`config.mk`:
```
export PLATFORM = sky130hd
export DESIGN_NAME = control_unit
export DESIGN_NICKNAME = d
export VERILOG_FILES = /design/src/rtl/bitblaster_pkg.sv /design/src/rtl/instr_decoder.sv /design/src/rtl/control_unit.sv
export SDC_FILE = /design/constraint.sdc
export NUM_CORES = 1
export LEC_CHECK = 0
export ABC_AREA = 1
export CAP_MARGIN = 20
export CORE_MARGIN = 5
export CORE_UTILIZATION = 39
export CTS_CLUSTER_SIZE = 20
export DETAILED_ROUTE_END_ITERATION = 12
export PLACE_DENSITY = 0.8
export SLEW_MARGIN = 20
export SYNTH_ARGS = -nofsm -noshare
export SYNTH_HDL_FRONTEND = slang
export SYNTH_SLANG_ARGS = --single-unit
```
`constraint.sdc`:
```
create_clock -name CLKb -period 1.67 [get_ports CLKb]
set_clock_uncertainty 0.15 [all_clocks]
set_input_delay 0.2505 -clock CLKb [delete_from_list [all_inputs] [get_ports CLKb]]
set_output_delay 0.2505 -clock CLKb [all_outputs]
set_load 0.01 [all_outputs]
```
`src/rtl/bitblaster_pkg.sv`:
```
// Shared definitions for the BitBlaster 10-bit datapath: ALU function codes,
// sequencer timesteps, instruction classes and IR field positions.
package bitblaster_pkg;

  localparam int DATA_W = 10;
  localparam int NREGS  = 4;
  localparam int IMM_W  = 6;

  // ALU function codes; the ALU decodes the same values.
  typedef enum logic [3:0] {
    FN_LOAD = 4'd0,
    FN_COPY = 4'd1,
    FN_ADD  = 4'd2,
    FN_SUB  = 4'd3,
    FN_INV  = 4'd4,
    FN_FLP  = 4'd5,
    FN_AND  = 4'd6,
    FN_OR   = 4'd7,
    FN_XOR  = 4'd8,
    FN_LSL  = 4'd9,
    FN_LSR  = 4'd10,
    FN_ASR  = 4'd11,
    FN_ADDI = 4'd12,
    FN_SUBI = 4'd13
  } fn_e;

  typedef enum logic [1:0] {
    T0 = 2'd0,
    T1 = 2'd1,
    T2 = 2'd2,
    T3 = 2'd3
  } step_e;

  typedef enum logic [2:0] {
    CLS_LD     = 3'd0,
    CLS_CP     = 3'd1,
    CLS_UNARY  = 3'd2,
    CLS_BINARY = 3'd3,
    CLS_IMM    = 3'd4,
    CLS_NOP    = 3'd5
  } cls_e;

  localparam int IR_MODE_HI = 9;
  localparam int IR_MODE_LO = 8;
  localparam int IR_X_HI    = 7;
  localparam int IR_X_LO    = 6;
  localparam int IR_Y_HI    = 5;
  localparam int IR_Y_LO    = 4;
  localparam int IR_OP_HI   = 3;
  localparam int IR_OP_LO   = 0;

  localparam logic [1:0] MODE_REG  = 2'b00;
  localparam logic [1:0] MODE_RSVD = 2'b01;
  localparam logic [1:0] MODE_ADDI = 2'b10;
  localparam logic [1:0] MODE_SUBI = 2'b11;

  // Register index to one-hot enable.
  function automatic logic [NREGS-1:0] reg_sel(input logic [1:0] idx);
    logic [NREGS-1:0] one;
    one = {{(NREGS-1){1'b0}}, 1'b1};
    return one << idx;
  endfunction

endpackage

```
`src/rtl/instr_decoder.sv`:
```
// Combinational instruction decode: splits the latched IR into an execution
// class, destination/source register indices and the ALU function code.
module instr_decoder
  import bitblaster_pkg::*;
(
  input  logic [DATA_W-1:0] ir_i,
  output logic [2:0]        cls_o,
  output logic [1:0]        x_o,
  output logic [1:0]        y_o,
  output logic [3:0]        fn_o
);

  logic [1:0] mode_s;
  logic [3:0] op_s;
  cls_e       cls_s;

  assign mode_s = ir_i[IR_MODE_HI:IR_MODE_LO];
  assign op_s   = ir_i[IR_OP_HI:IR_OP_LO];
  assign x_o    = ir_i[IR_X_HI:IR_X_LO];
  assign y_o    = ir_i[IR_Y_HI:IR_Y_LO];
  assign cls_o  = cls_s;

  // Opcode classification; unassigned reg-op codes and the reserved mode are NOPs.
  always_comb begin
    cls_s = CLS_NOP;
    fn_o  = 4'd0;
    case (mode_s)
      MODE_REG: begin
        fn_o = op_s;
        case (op_s)
          4'b0000: cls_s = CLS_LD;
          4'b0001: cls_s = CLS_CP;
          4'b0100,
          4'b0101: cls_s = CLS_UNARY;
          4'b0010, 4'b0011,
          4'b0110, 4'b0111, 4'b1000,
          4'b1001, 4'b1010, 4'b1011: cls_s = CLS_BINARY;
          default: cls_s = CLS_NOP;
        endcase
      end
      MODE_ADDI: begin
        cls_s = CLS_IMM;
        fn_o  = FN_ADDI;
      end
      MODE_SUBI: begin
        cls_s = CLS_IMM;
        fn_o  = FN_SUBI;
      end
      default: begin
        cls_s = CLS_NOP;
        fn_o  = 4'd0;
      end
    endcase
  end

endmodule

```
`src/rtl/control_unit.sv`:
```
// BitBlaster sequencer: latches one instruction per EXEC pulse and walks
// timesteps T0..T3, driving the shared-bus and ALU controls from (step, IR).
module control_unit
  import bitblaster_pkg::*;
(
  input  logic              CLKb,
  input  logic              RST,
  input  logic              EXEC,
  input  logic [DATA_W-1:0] INSTR,
  output logic [DATA_W-1:0] IMM,
  output logic [NREGS-1:0]  Rin,
  output logic [NREGS-1:0]  Rout,
  output logic              ExtOut,
  output logic              IMMout,
  output logic              Ain,
  output logic              Gin,
  output logic              Gout,
  output logic [3:0]        FN,
  output logic              Busy,
  output logic              Done
);

  step_e             step_q, step_d;
  logic [DATA_W-1:0] ir_q, ir_d;
  logic [2:0]        cls_raw_s;
  cls_e              cls_s;
  logic [1:0]        x_s, y_s;
  logic [3:0]        fn_s;
  logic [NREGS-1:0]  rin_s;

  instr_decoder u_dec (
    .ir_i  (ir_q),
    .cls_o (cls_raw_s),
    .x_o   (x_s),
    .y_o   (y_s),
    .fn_o  (fn_s)
  );

  assign cls_s = cls_e'(cls_raw_s);
  assign IMM   = {{(DATA_W-IMM_W){1'b0}}, ir_q[IMM_W-1:0]};
  assign Busy  = (step_q != T0);

  // Step counter and IR; everything updates on the CLKb falling edge.
  always_ff @(negedge CLKb) begin
    if (RST) begin
      step_q <= T0;
      ir_q   <= {DATA_W{1'b0}};
    end else begin
      step_q <= step_d;
      ir_q   <= ir_d;
    end
  end

  // Accept EXEC only while idle; a Done step always returns to T0.
  always_comb begin
    step_d = step_q;
    ir_d   = ir_q;
    if (step_q == T0) begin
      if (EXEC) begin
        ir_d   = INSTR;
        step_d = T1;
      end else begin
        step_d = T0;
      end
    end else if (Done) begin
      step_d = T0;
    end else begin
      step_d = step_e'(step_q + 2'd1);
    end
  end

  // Per-step control decode; FN is only non-zero alongside Gin.
  always_comb begin
    rin_s  = {NREGS{1'b0}};
    Rout   = {NREGS{1'b0}};
    ExtOut = 1'b0;
    IMMout = 1'b0;
    Ain    = 1'b0;
    Gin    = 1'b0;
    Gout   = 1'b0;
    FN     = 4'd0;
    Done   = 1'b0;
    case (step_q)
      T1: begin
        case (cls_s)
          CLS_LD: begin
            ExtOut = 1'b1;
            rin_s  = reg_sel(x_s);
            Done   = 1'b1;
          end
          CLS_CP: begin
            Rout  = reg_sel(y_s);
            rin_s = reg_sel(x_s);
            Done  = 1'b1;
          end
          CLS_UNARY: begin
            Rout = reg_sel(y_s);
            FN   = fn_s;
            Gin  = 1'b1;
          end
          CLS_BINARY, CLS_IMM: begin
            Rout = reg_sel(x_s);
            Ain  = 1'b1;
          end
          default: Done = 1'b1;
        endcase
      end
      T2: begin
        case (cls_s)
          CLS_UNARY: begin
            Gout  = 1'b1;
            rin_s = reg_sel(x_s);
            Done  = 1'b1;
          end
          CLS_BINARY: begin
            Rout = reg_sel(y_s);
            FN   = fn_s;
            Gin  = 1'b1;
          end
          CLS_IMM: begin
            IMMout = 1'b1;
            FN     = fn_s;
            Gin    = 1'b1;
          end
          default: Done = 1'b1;
        endcase
      end
      T3: begin
        case (cls_s)
          CLS_BINARY, CLS_IMM: begin
            Gout  = 1'b1;
            rin_s = reg_sel(x_s);
            Done  = 1'b1;
          end
          default: Done = 1'b1;
        endcase
      end
      default: begin
        Done = 1'b0;
      end
    endcase
    // A reset edge must never also load a register.
    if (RST) begin
      Rin = {NREGS{1'b0}};
    end else begin
      Rin = rin_s;
    end
  end

endmodule
```
==> results of run 1 <==
[worst max-delay path by stage]
stage	startpoint	endpoint	slack [ps]
2_1_floorplan	ir_q[8]	Rin[1]	-780
3_3_place_gp	ir_q[8]	FN[0]	-1330
3_5_place_dp	ir_q[8]	FN[0]	-1460
4_1_cts	ir_q[9]	FN[3]	-1340
5_1_grt	ir_q[8]	FN[2]	-1560
6_report	ir_q[9]	FN[3]	-1470
[layout make-up]
type                       instances  area, um^2
clock inverter                    16        86.3
inverter                          28         115
clock buffer                       3        22.5
tap                               31        38.8
multi-input combinational        114         837
fill                             154         474
timing repair buffer              92         785
sequential                        15         328
[cells in the final DEF, fill, tap and decap left out, drive strengths merged]
master and n:
a21oi 11, buf 81, bufinv 1, clkbuf 4, clkdlybuf4s50 6, conb 4
dfxtp 15, dlygate4sd2 4, ha 5, inv 43, mux2i 1, nand2 30
nand3 11, nor2 32, nor3 3, o211ai 3, o21ai 12, o21bai 1
o22ai 1
[where the power goes]
part	total (mW)	switching (mW)	internal [mW]
registers	0.466	0.0593	0.407
logic	0.827	0.414	0.413
clock network	0.525	0.236	0.289
[per-stage QoR]
| step | TNS, ps | power, mW | utilization |
|---|---|---|---|
| final | -27620 | 1.82 | 0.823 |
| after global routing | -29400 | 1.91 | 0.823 |
| after CTS | -26290 | 1.70 | 0.779 |
| after detailed placement | -38120 | 1.09 | 0.667 |
| after global placement | -36700 | 1.08 | 0.667 |
| after floorplan | -12810 | 0.845 | - |
[routing by layer]
metal	global-route usage	up-vias	wire [um]
met5	0	-	0
met4	0.0928	0	131
met3	0.0468	17	339
met2	0.367	78	2440
met1	0.257	702	1930
li1	-	717	-
[logic make-up after synthesis]
| logic type | after synthesis |
|---|---|
| fa+ha+maj | 5 |
| compound gates | 28 |
| flops | 15 |
| mux | 1 |
| buf+inv | 40 |
| simple gates | 76 |
| other cells | 1 |
[what timing repair did]
item	4_1_cts	5_1_grt
resized for setup	166	28
setup buffers	16	4
setup endpoints to repair	40	33
pin swaps	30	19
[critical path: stages, from the launching register on]
cell	delay, ps
dfxtp_4	370
inv_4	80
nand2_2	80
nor2_4	100
nand3_2	140
o22ai_2	250
nand2_2	130
buf_4	170
nor2_2	70
buf_2	130
==> results.txt, run 1 <==
outcome: finished with violations
failing checks: negative setup slack
grt total ovfl: 0
P per Cell Area: 822 nW/um^2
adder-cell share of the synthesized area: 0.0587
post-DP HPWL: 2.47 mm
XOR/XNOR share of the synthesized area: 0
Synth Area in Simple Gates: 0.315
Setup crit start kind: register
leading area contributor after synthesis: dfxtp_1
compound-cell area share of the yosys netlist: 0.156
Worst VDD drop: 0.859 mV
mux share of post-synthesis cell area: 0.00939
Setup-failing EPs final: 29
vias in the first global route: 1,512
IO Port Bufs: 37
Cell Area, Placed: 1790 um^2
Final #Nets: 287
Crit Path Class: register to output port
Arr. time, crit path: 2740 ps
TritonCTS clock tree: yes
Routed Antenna Nets: 0
CP Max Fanout: 4
Reg-to-Reg Start: step_q[0]
std cell rows: 19
Slew Limit Fails: 0
H-tree lvl count: 1
CTS Buf Count: 3
die area: 3880 um^2
Pre-antenna DRT Iters: 4
Post-synth EDFFs: 0
number of diodes: 0
drt drc: 0
reg2reg path depth: 8
drt first-iter violations: 167
YS warnings: 0
total of max-cap violations: 0
DRT Wirelength: 4.84 mm
Top FF cell, synth: dfxtp_1
ys async rst share: 0
hold_buf cts: 0
num ports: 42
wire length per cell: 16.2 um
Crit. End Element: output port
library cells used by synthesis: 23
Post-Place Setup Slack: -1460 ps
Max Buffers Root-to-Sink: 2
vias after detailed routing: 1,514
Synth Instances: 166
Seq/Total Area, Yosys: 0.282
Hold Violations, Final: 0
Synth top cells by count: nor2_1 (28), inv_1 (27), nand2_1 (27)
min-delay src: step_q[0]
count of non-filler cells in the finished layout: 299
Reg clk slew, reported paths: 60 ps
placer congestion estimate: 0.754
pin count of the biggest net entering global routing: 11
share of cells above drive strength 1: 0.612
largest family of logic cells by synthesized area: simple AND/OR/NAND/NOR gates
Mean Syn Cell Area: 6.42 um^2
hold_ws: 455 ps
worst skew pair latency: 370 ps
Mapped Area: 1070 um^2
Synth top area share: 0.282
FF+latch count, synth: 15
Inst Count DP: 263
first-pass GRT wire length: 6.89 mm
type of the tightest min-delay check: register to register
top post-synthesis cells by area: dfxtp_1 (28%), nor2_1 (9.9%), inv_1 (9.5%)
starting density of the core: 0.397
top-count cell post-synth: nor2_1
final instance area: 2210 um^2
Hold Path End: step_q[0]
Hold Crit Depth: 3
clock root cell: clkbuf_4
setup slack after layout: -1470 ps
Total Routing Usage GR: 0.215
chip height: 62.3 um
vias per std cell: 5.06
Worst Path Required: 1270 ps
leakage: 1.13 nW
FF-to-FF setup slack: 0 ps
antenna violations before repair: 0
chip width: 62.3 um
P&R area growth vs syn: 108%
core area: 2690 um^2
RSZ-0062 raised after global routing: true
clock sink count: 15
No activity file was read; power rests on OpenSTA's default activity.
==> inputs of run 2 (changes only) <==
PLACE_DENSITY = not set   (was 0.8)
PLACE_DENSITY_LB_ADDON = 0.3   (was not set)
REMOVE_ABC_BUFFERS = 1   (was not set)
==> run 2 against run 1 <==
  * The flow still finishes with violations (negative setup slack)
  * Final cell count is 2.0% higher
  * Core utilization is 0.98 points higher
  * Setup slack better by 43 ps
  * Highest routed layer unchanged
  * Global-route usage is 0.24 points higher
  * Flip-flop and latch count stayed put
  * Register-to-register slack worse by 110 ps
  * Clock-buffer cell count stayed put
  * Cell area is 1.2% higher
  * Die area stayed put
==> results.txt, run 2 (synthesized netlist as in run 1, its figures left out) <==
outcome: finished with violations
failing checks: negative setup slack
Max Buffers Root-to-Sink: 2 (unchanged)
crit path cell chain: o21ai_4 > nand3_2 > buf_6 > o22ai_4 > nand2_4 > a21oi_2 > buf_2
most frequent cells in the layout: buf_4 (45), inv_1 (32), buf_6 (29)
chip width: 62.3 um (unchanged)
post-DP HPWL: 2.58 mm (+4.3%)
vias after detailed routing: 1,577 (+4.2%)
RSZ-0062 raised after global routing: true
setup slack after layout: -1430 ps (+43.2 ps)
Slowest cell on crit path: dfxtp_4
wire length per cell: 16.2 um (+0.47%)
clock sink count: 15 (unchanged)
commonest non-fill, non-tap cell in the layout: buf_4
pin count of the biggest net entering global routing: 11 (unchanged)
std cell rows: 19 (unchanged)
vias per std cell: 5.17 (+2.1%)
chip height: 62.3 um (unchanged)
number of diodes: 0 (unchanged)
Total Routing Usage GR: 0.217 (+0.00237)
type of the tightest min-delay check: register to register
total of max-cap violations: 0 (unchanged)
Worst Path Required: 1270 ps (about the same)
TritonCTS clock tree: yes
vias in the first global route: 1,580 (+4.5%)
P&R area growth vs syn: 110%
Slew Limit Fails: 0 (unchanged)
Final #Nets: 293 (+2.1%)
antenna violations before repair: 0 (unchanged)
CP Max Fanout: 5 (+1)
Routed Antenna Nets: 0 (unchanged)
Pre-antenna DRT Iters: 4 (unchanged)
Setup crit start kind: register
share of cells above drive strength 1: 0.573 (-0.0389)
starting density of the core: 0.397 (unchanged)
num ports: 42 (unchanged)
Reg clk slew, reported paths: 40 ps (-20 ps)
max incr delay on CP: 370 ps (about the same)
Setup-failing EPs final: 30 (+3.4%)
Hold Violations, Final: 0 (unchanged)
drt drc: 0 (unchanged)
Worst VDD drop: 0.731 mV (-15%)
count of non-filler cells in the finished layout: 305 (+2.0%)
placer congestion estimate: 0.822 (+8.9%)
CTS Buf Count: 3 (unchanged)
die area: 3880 um^2 (unchanged)
P per Cell Area: 774 nW/um^2 (-5.9%)
hold_buf cts: 0 (unchanged)
IO Port Bufs: 37 (unchanged)
Post-Place Setup Slack: -1380 ps (+84.4 ps)
drt first-iter violations: 109 (-35%)
leakage: 1.16 nW (+2.4%)
Arr. time, crit path: 2700 ps (-40 ps)
DRT Wirelength: 4.96 mm (+2.5%)
worst skew pair latency: 400 ps (+30 ps)
CP top delay family: compound AO/OA/AOI/OAI gates
Inst Count DP: 269 (+2.3%)
clock root cell: clkbuf_4
H-tree lvl count: 1 (unchanged)
worst path buffer plus inverter count: 2 (-1)
grt total ovfl: 0 (unchanged)
Crit Path Class: register to output port
first-pass GRT wire length: 6.98 mm (+1.3%)
Crit. End Element: output port
core area: 2690 um^2 (unchanged)
[run 2: where the power goes]
group / total (mW) / leakage (nW) / internal (mW) / switching, mW
registers: 0.458 / 0.128 / 0.405 / 0.0539
clock network: 0.396 / 0.0990 / 0.134 / 0.262
logic: 0.877 / 0.929 / 0.435 / 0.442
[run 2: what timing repair did]
item / in CTS / in global routing
pin swaps: 29 / 24
gates cloned: 1 / 0
endpoints found under the setup margin: 40 / 36
buffers inserted: 14 / 7
gates resized for setup: 197 / 43
[run 2: final cells by class]
type	instances	area, um^2
clock buffers	3	22.5
clock inverters	16	60.1
fillers	132	448
inverters	28	118
multi-input cells	115	850
flip-flops and latches	15	318
well taps	31	38.8
repair buffers	97	832
[run 2: final timing paths]
path | start | to | slack, ps | depth (start not counted)
min | ir_q[5] | ir_q[5] | 450 | 3
max reg2reg | step_q[1] | register | -110 | 9
min reg2reg | ir_q[5] | ir_q[5] | 450 | 3
max | ir_q[8] | FN[0] | -1430 | 7
[run 2: routing by layer]
layer | vias to the layer above | share of wire | global-route usage
met1 | 761 | 0.39 | 0.236
met2 | 71 | 0.53 | 0.383
li1 | 725 | - | -
met3 | 20 | 0.053 | 0.0577
met4 | 0 | 0.033 | 0.109
met5 | - | 0 | 0
[run 2: through the flow]
stage	setup TNS [ps]	total power, mW	instance area [um^2]	hold WS [ps]	util
2_1_floorplan	-15060	0.745	998	326	-
3_3_place_gp	-37160	1.04	1730	423	0.644
3_5_place_dp	-38420	1.06	1730	449	0.644
4_1_cts	-26010	1.55	2090	444	0.778
5_1_grt	-29570	1.83	2240	499	0.833
6_report	-26930	1.73	2240	452	0.833
[run 2: worst register-to-register path: stages, from the launching register on]
cell	delay, ps
dfxtp_2	350
inv_2	50
buf_6	120
ha_4	160
buf_6	130
nand2_8	90
mux2i_2	290
nor2_1	140
nor3_4	140
nor2_1	60
